**src/rtl/kws_pkg.sv**
```systemverilog
// Shared defaults and FSM state type for the keyword-spotting front end.
package kws_pkg;

  localparam int unsigned DEF_DATA_W    = 12;
  localparam int unsigned DEF_FRAME_LEN = 128;
  localparam int unsigned DEF_HOP       = 64;
  localparam int unsigned DEF_BUF_DEPTH = 256;

  typedef enum logic [1:0] {
    StIdle,
    StLoad,
    StStream,
    StDone
  } seq_state_e;

endpackage

```
**src/rtl/frame_buffer.sv**
```systemverilog
// Simple dual-port sample RAM: one write port, one registered read port (1-cycle latency).
module frame_buffer #(
  parameter int unsigned DATA_W = 12,
  parameter int unsigned DEPTH  = 256,
  parameter int unsigned ADDR_W = $clog2(DEPTH)
) (
  input  logic              clk,
  input  logic              wr_en,
  input  logic [ADDR_W-1:0] wr_addr,
  input  logic [DATA_W-1:0] wr_data,
  input  logic              rd_en,
  input  logic [ADDR_W-1:0] rd_addr,
  output logic [DATA_W-1:0] rd_data
);

  logic [DATA_W-1:0] mem [DEPTH];

  // Write port.
  always_ff @(posedge clk) begin
    if (wr_en) begin
      mem[wr_addr] <= wr_data;
    end
  end

  // Registered read; data holds while rd_en is low so a stalled consumer sees a stable value.
  always_ff @(posedge clk) begin
    if (rd_en) begin
      rd_data <= mem[rd_addr];
    end
  end

endmodule

```
**src/rtl/frame_sequencer.sv**
```systemverilog
// Overlapping-frame sequencer: buffers incoming samples in a circular RAM and streams
// FRAME_LEN-sample frames every HOP samples over a valid/ready handshake.
module frame_sequencer
  import kws_pkg::*;
#(
  parameter int unsigned DATA_W    = DEF_DATA_W,
  parameter int unsigned FRAME_LEN = DEF_FRAME_LEN,
  parameter int unsigned HOP       = DEF_HOP,
  parameter int unsigned BUF_DEPTH = DEF_BUF_DEPTH
) (
  input  logic              clk,
  input  logic              rst,
  input  logic              enable,
  input  logic [DATA_W-1:0] in_sample,
  input  logic              in_valid,
  input  logic              out_ready,
  output logic [DATA_W-1:0] out_sample,
  output logic              out_valid,
  output logic              out_first,
  output logic              out_last,
  output logic [15:0]       frame_count,
  output logic              overrun
);

  localparam int unsigned PTR_W = $clog2(BUF_DEPTH);
  localparam int unsigned CNT_W = $clog2(FRAME_LEN + 1);

  localparam logic [CNT_W-1:0] FillTrig   = CNT_W'(FRAME_LEN - 1);
  localparam logic [CNT_W-1:0] FillReload = CNT_W'(FRAME_LEN - HOP);
  localparam logic [CNT_W-1:0] IdxLast    = CNT_W'(FRAME_LEN - 1);
  localparam logic [PTR_W-1:0] PtrOne     = PTR_W'(1);
  localparam logic [PTR_W-1:0] PtrFrame   = PTR_W'(FRAME_LEN);

  seq_state_e        state_q, state_d;
  logic [PTR_W-1:0]  wr_ptr_q;
  logic [CNT_W-1:0]  fill_q, fill_d;
  logic              pend_q, pend_d;
  logic [PTR_W-1:0]  pend_base_q, pend_base_d;
  logic [PTR_W-1:0]  rd_ptr_q, rd_ptr_d;
  logic [CNT_W-1:0]  idx_q, idx_d;
  logic [15:0]       frame_count_q, frame_count_d;
  logic              overrun_q, overrun_d;

  logic              accept;
  logic              trig;
  logic [PTR_W-1:0]  trig_base;
  logic              pend_live;
  logic              rd_en;
  logic [PTR_W-1:0]  rd_addr;
  logic [DATA_W-1:0] rd_data;

  assign accept    = enable & in_valid;
  // Oldest sample of the frame that ends with the sample being written this cycle.
  assign trig_base = wr_ptr_q + PtrOne - PtrFrame;
  assign pend_live = pend_q & enable;

  frame_buffer #(
    .DATA_W (DATA_W),
    .DEPTH  (BUF_DEPTH),
    .ADDR_W (PTR_W)
  ) u_buf (
    .clk     (clk),
    .wr_en   (accept),
    .wr_addr (wr_ptr_q),
    .wr_data (in_sample),
    .rd_en   (rd_en),
    .rd_addr (rd_addr),
    .rd_data (rd_data)
  );

  // Fill counter: first trigger after FRAME_LEN samples, then every HOP samples.
  always_comb begin
    trig   = 1'b0;
    fill_d = fill_q;
    if (!enable) begin
      fill_d = '0;
    end else if (in_valid) begin
      if (fill_q == FillTrig) begin
        trig   = 1'b1;
        fill_d = FillReload;
      end else begin
        fill_d = fill_q + CNT_W'(1);
      end
    end
  end

  // Next-state, read scheduling, pending-trigger slot and overrun.
  always_comb begin
    state_d       = state_q;
    rd_ptr_d      = rd_ptr_q;
    idx_d         = idx_q;
    rd_en         = 1'b0;
    rd_addr       = rd_ptr_q;
    frame_count_d = frame_count_q;
    pend_d        = pend_q;
    pend_base_d   = pend_base_q;
    overrun_d     = overrun_q;

    if (trig && pend_q) begin
      overrun_d = 1'b1;
    end else if (trig && (state_q == StLoad || state_q == StStream)) begin
      pend_d      = 1'b1;
      pend_base_d = trig_base;
    end
    // The DONE cycle always consumes the slot (either starting it or finding it empty).
    if (state_q == StDone || !enable) begin
      pend_d = 1'b0;
    end

    unique case (state_q)
      StIdle: begin
        if (trig) begin
          rd_ptr_d = trig_base;
          state_d  = StLoad;
        end
      end
      StLoad: begin
        rd_en   = 1'b1;
        rd_addr = rd_ptr_q;
        idx_d   = '0;
        state_d = StStream;
      end
      StStream: begin
        if (out_ready) begin
          if (idx_q == IdxLast) begin
            state_d = StDone;
          end else begin
            rd_en    = 1'b1;
            rd_addr  = rd_ptr_q + PtrOne;
            rd_ptr_d = rd_ptr_q + PtrOne;
            idx_d    = idx_q + CNT_W'(1);
          end
        end
      end
      StDone: begin
        frame_count_d = frame_count_q + 16'd1;
        // Prefetch the next frame's first sample here so streaming resumes without a LOAD.
        if (pend_live || trig) begin
          rd_en    = 1'b1;
          rd_addr  = pend_live ? pend_base_q : trig_base;
          rd_ptr_d = pend_live ? pend_base_q : trig_base;
          idx_d    = '0;
          state_d  = StStream;
        end else begin
          state_d = StIdle;
        end
      end
      default: state_d = StIdle;
    endcase
  end

  // State registers with synchronous reset.
  always_ff @(posedge clk) begin
    if (rst) begin
      state_q       <= StIdle;
      wr_ptr_q      <= '0;
      fill_q        <= '0;
      pend_q        <= 1'b0;
      pend_base_q   <= '0;
      rd_ptr_q      <= '0;
      idx_q         <= '0;
      frame_count_q <= '0;
      overrun_q     <= 1'b0;
    end else begin
      state_q       <= state_d;
      fill_q        <= fill_d;
      pend_q        <= pend_d;
      pend_base_q   <= pend_base_d;
      rd_ptr_q      <= rd_ptr_d;
      idx_q         <= idx_d;
      frame_count_q <= frame_count_d;
      overrun_q     <= overrun_d;
      if (accept) begin
        wr_ptr_q <= wr_ptr_q + PtrOne;
      end
    end
  end

  // Outputs are decoded from registered state only.
  always_comb begin
    out_valid   = (state_q == StStream);
    out_sample  = out_valid ? rd_data : '0;
    out_first   = out_valid && (idx_q == '0);
    out_last    = out_valid && (idx_q == IdxLast);
    frame_count = frame_count_q;
    overrun     = overrun_q;
  end

endmodule

```
**config.mk**
```make
export PLATFORM = sky130hd
export DESIGN_NAME = frame_sequencer
export DESIGN_NICKNAME = d
export VERILOG_FILES = /design/src/rtl/kws_pkg.sv /design/src/rtl/frame_buffer.sv /design/src/rtl/frame_sequencer.sv
export SDC_FILE = /design/constraint.sdc
export NUM_CORES = 2
export LEC_CHECK = 0
export ABC_AREA = 1
export BUFFER_PORTS_ARGS = -buffer_cell sky130_fd_sc_hd__clkbuf_2
export CAP_MARGIN = 10
export CORE_ASPECT_RATIO = 1.25
export CORE_MARGIN = 4
export CORE_UTILIZATION = 50
export DETAILED_ROUTE_END_ITERATION = 6
export PLACE_DENSITY_LB_ADDON = 0.15
export SYNTH_ARGS = -nofsm -noshare
export SYNTH_HDL_FRONTEND = slang
export SYNTH_SLANG_ARGS = --single-unit
```
**constraint.sdc**
```tcl
create_clock -name clk -period 8.7 [get_ports clk]
set_clock_uncertainty 0.05 [all_clocks]
set_input_delay 2.61 -clock clk [delete_from_list [all_inputs] [get_ports clk]]
set_output_delay 2.61 -clock clk [all_outputs]
set_load 0.01 [all_outputs]
```
==> flow_metrics.py <==
metrics = {
    "run_status": {
        "outcome": "finished clean",
    },
    "pwr": {
        "finalPower_mw": 37.55,
        "irDropWorstVdd_uv": 171.1,
        "p_leak_nw": 60.51,
        "power.density_mw_per_mm2": 243.2,
    },
    "placement": {
        "io_buffers": 48,
        "dp_hpwl_um": 230500,
        "globalplace.congestion": 0.8878,
    },
    "route": {
        "wl_um": 419800,
        "drt-initial-drc-count": 11460,
        "remaining_drc_errors": 0,
        "avgRoutedWirePerCell_um": 24.62,
        "postRouteAntennaNets": 0,
        "vias": 98590,
        "first_pass_iters": 6,
        "viasPerCell": 5.782,
    },
    "worst_setup_path": {
        "worstPathArrival_ns": 7.29,
        "crit_path_end_kind": "flop",
        "cp.buffers_inverters": 4,
        "crit_family": "simple AND/OR/NAND/NOR gates",
        "cp_slowest_cell": "buf_4",
        "cp_cell_sequence": "clkbuf_2, nand2_1, nor2_1, nand2_2, nand2_4, nand2_1, clkinv_1, a22oi_1, nand2_1, a21oi_4, buf_4, buf_4, nand3_1, nand3_1, nand3_1, nand3_1, nand2_1",
        "worstPathRequired_ns": 9.27,
        "setup.worst_path.class": "primary input to flop",
        "critPathLaunchType": "primary input",
        "worstPathMaxFanout": 52,
        "cp_slowest_stage_delay_ns": 0.75,
    },
    "synth": {
        "synth_edf_count": 3084,
        "synth_top_family_by_area": "simple AND/OR/NAND/NOR gates",
        "syn_nets": 13370,
        "synth_cell_type_count": 37,
        "synthCells": 13340,
        "seq_area_frac_synth": 0.6666,
        "synthFlopType": "edfxtp_1",
        "synth.cell_area_mm2": 0.1407,
        "synth-async-reset-ratio": 0,
        "syn_area_per_cell_um2": 10.55,
        "synth_xor_xnor_area_share": 0.0003112,
        "synth_compound_area_frac": 0.02689,
        "synth_adder_area_share": 0.001156,
        "synth-simple-area-share": 0.1994,
        "ys_warn_count": 0,
        "ys_ff_latch": 3144,
        "yosys-mux-area-fraction": 0,
    },
    "flow_run": {
        "maxCapViolCount": 0,
    },
    "worst_hold_path": {
        "hp-class": "flop to flop",
    },
    "cts": {
        "cts_tree": "done",
        "cts_max_level": 5,
        "numCtsBuffers": 321,
        "clock_path_buffers": 4,
        "worstSkewPairLatency_ns": 0.91,
        "cts_sinks": 3144,
        "cts_setup_buffers": 0,
        "clk_pin_slew_ns": 0.06,
        "cts_root_buf": "clkbuf_16",
        "cts_resized": 0,
        "holdBufCountCts": 0,
    },
    "final_layout": {
        "drive_above_1_share": 0.06398,
        "area_growth_pct": 9.697,
        "nNetsFinal": 13110,
    },
    "timing": {
        "setup_viol": 0,
        "finalHoldViolations": 0,
        "fin_tns_setup_ns": 0,
        "worstMarginPinSlew_ns": 1.301,
        "rsz0062_at_grt": "no",
        "clock.fmax_mhz": 148.8,
        "maxSlewViolCount": 0,
        "layout_min_cycle_time_ns": 6.720,
        "maxSlewHeadroom": 0.1297,
        "period_share": 0.7724,
    },
    "global_route": {
        "antenna_found_initial": 17,
        "grt_pass1_wl_um": 617400,
        "grt_max_degree": 199,
        "grt_pass1_vias": 93540,
        "grtUsageTotal": 0.2830,
        "grt_overflow_total": 0,
    },
    "floorplan": {
        "die-area_mm2": 0.2901,
        "die_width_um": 482.5,
        "io_pins": 49,
        "core_mm2": 0.2799,
        "rows": 217,
        "die_y_um": 601.2,
        "start_util": 0.5028,
    },
}
final cells by class:
cell class                 count  area [µm²]
tap                         3723        4658
antenna                       10       25.02
sequential                  3144       93810
multi-input combinational   6598       32260
fill                       23720      125500
inverter                    2655        9980
clock inverter               156        1295
clock buffer                 404        8578
timing repair buffer         359        3775
registers in the layout, summed over array words and instances, names as in the netlist:
name	cells
u_buf.rd_data	12
pend_q	1
pend_base_q	8
u_buf.mem	3072
idx_q	8
state_q	2
rd_ptr_q	8
fill_q	8
wr_ptr_q	8
frame_count	16
overrun	1
report_power, final:
part	internal [mW]	switching, mW
logic	1.99	5.52
clock network	7.51	5.82
registers	16.7	0.0363
layout by cell type, fill, tap and decap left out, types with 10 or more instances in the layout:
master	Yosys	final
nand3_2	2	14
dfxtp_1	60	60
clkbuf_16	0	332
clkinvlp_4	0	10
o21ai_0	314	313
clkinv_2	0	62
nor2_1	297	292
clkbuf_1	253	72
bufinv_16	0	18
clkinv_1	2	57
edfxtp_1	3084	3084
buf_6	64	36
diode_2	0	10
o21ai_1	104	104
nor3_1	28	19
inv_1	2644	2643
clkbuf_2	0	36
buf_12	0	75
a21oi_1	48	47
nand4_1	1013	1013
o211ai_1	171	171
buf_8	2	12
ha_1	13	13
nand2_1	2008	2003
nand3_1	2558	2544
buf_4	51	199
routing by layer:
| metal | up-vias | wire [µm] | part of all wire | global-route usage |
|---|---|---|---|---|
| met1 | 48020 | 162000 | 0.39 | 0.3727 |
| met4 | 4 | 23550 | 0.056 | 0.1433 |
| met2 | 4639 | 199400 | 0.48 | 0.4578 |
| met3 | 894 | 34730 | 0.083 | 0.04191 |
| li1 | 45030 | - | - | - |
| met5 | - | 28 | 0.000067 | 0 |
worst paths after layout:
check	from	cells after the start	slack (ns)	to
worst max-delay path	in_valid	17	1.98	u_buf.rd_data[1]
worst min-delay path	pend_base_q[1]	2	0.41	pend_base_q[1]
worst max register to register	state_q[1]	15	2.98	u_buf.rd_data[1]
worst min register to register	pend_base_q[1]	2	0.41	pend_base_q[1]
cell families (layout without fill, tap and decap cells):
family | Yosys count | after routing
other | 0 | 10
AO/OA/AOI/OAI | 657 | 657
AND/OR/NAND/NOR | 5923 | 5923
flip-flops | 3144 | 3144
adder cells (fa/ha/maj) | 13 | 13
XOR/XNOR | 5 | 5
buffers and inverters | 3598 | 3574
worst min-delay path: stages (launching register included):
cell	delay, ns
dfxtp_1	0.30
inv_1	0.06
a21oi_1	0.06
metrics by stage:
stage          instances  hold WS, ns  area (µm²)  worst slack, ns    util
2_1_floorplan      13340       0.3717      140700            4.004       -
3_3_place_gp       16420       0.3885      143900            1.198  0.5140
3_5_place_dp       16430       0.3976      144000            1.228  0.5144
4_1_cts            16990       0.4040      153900            2.165  0.5496
5_1_grt            17040       0.4435      154400            1.736  0.5514
6_report           17050       0.4120      154400            1.980  0.5515
cell usage after synthesis, drive strengths merged (5+ instances only):
master,n,area (µm²)
a21oi,50,265.3
buf,690,3955
clkbuf,253,949.7
dfxtp,60,1201
edfxtp,3084,92610
ha,13,162.7
inv,2653,9958
nand2,2014,7580
nand3,2560,12820
nand4,1013,6337
nor2,302,1146
nor3,28,140.1
nor4,5,31.28
o211ai,171,1284
o21a,5,37.54
o21ai,418,2092
o221ai,6,52.55
Note: power is estimated with default switching activity, not from simulation.
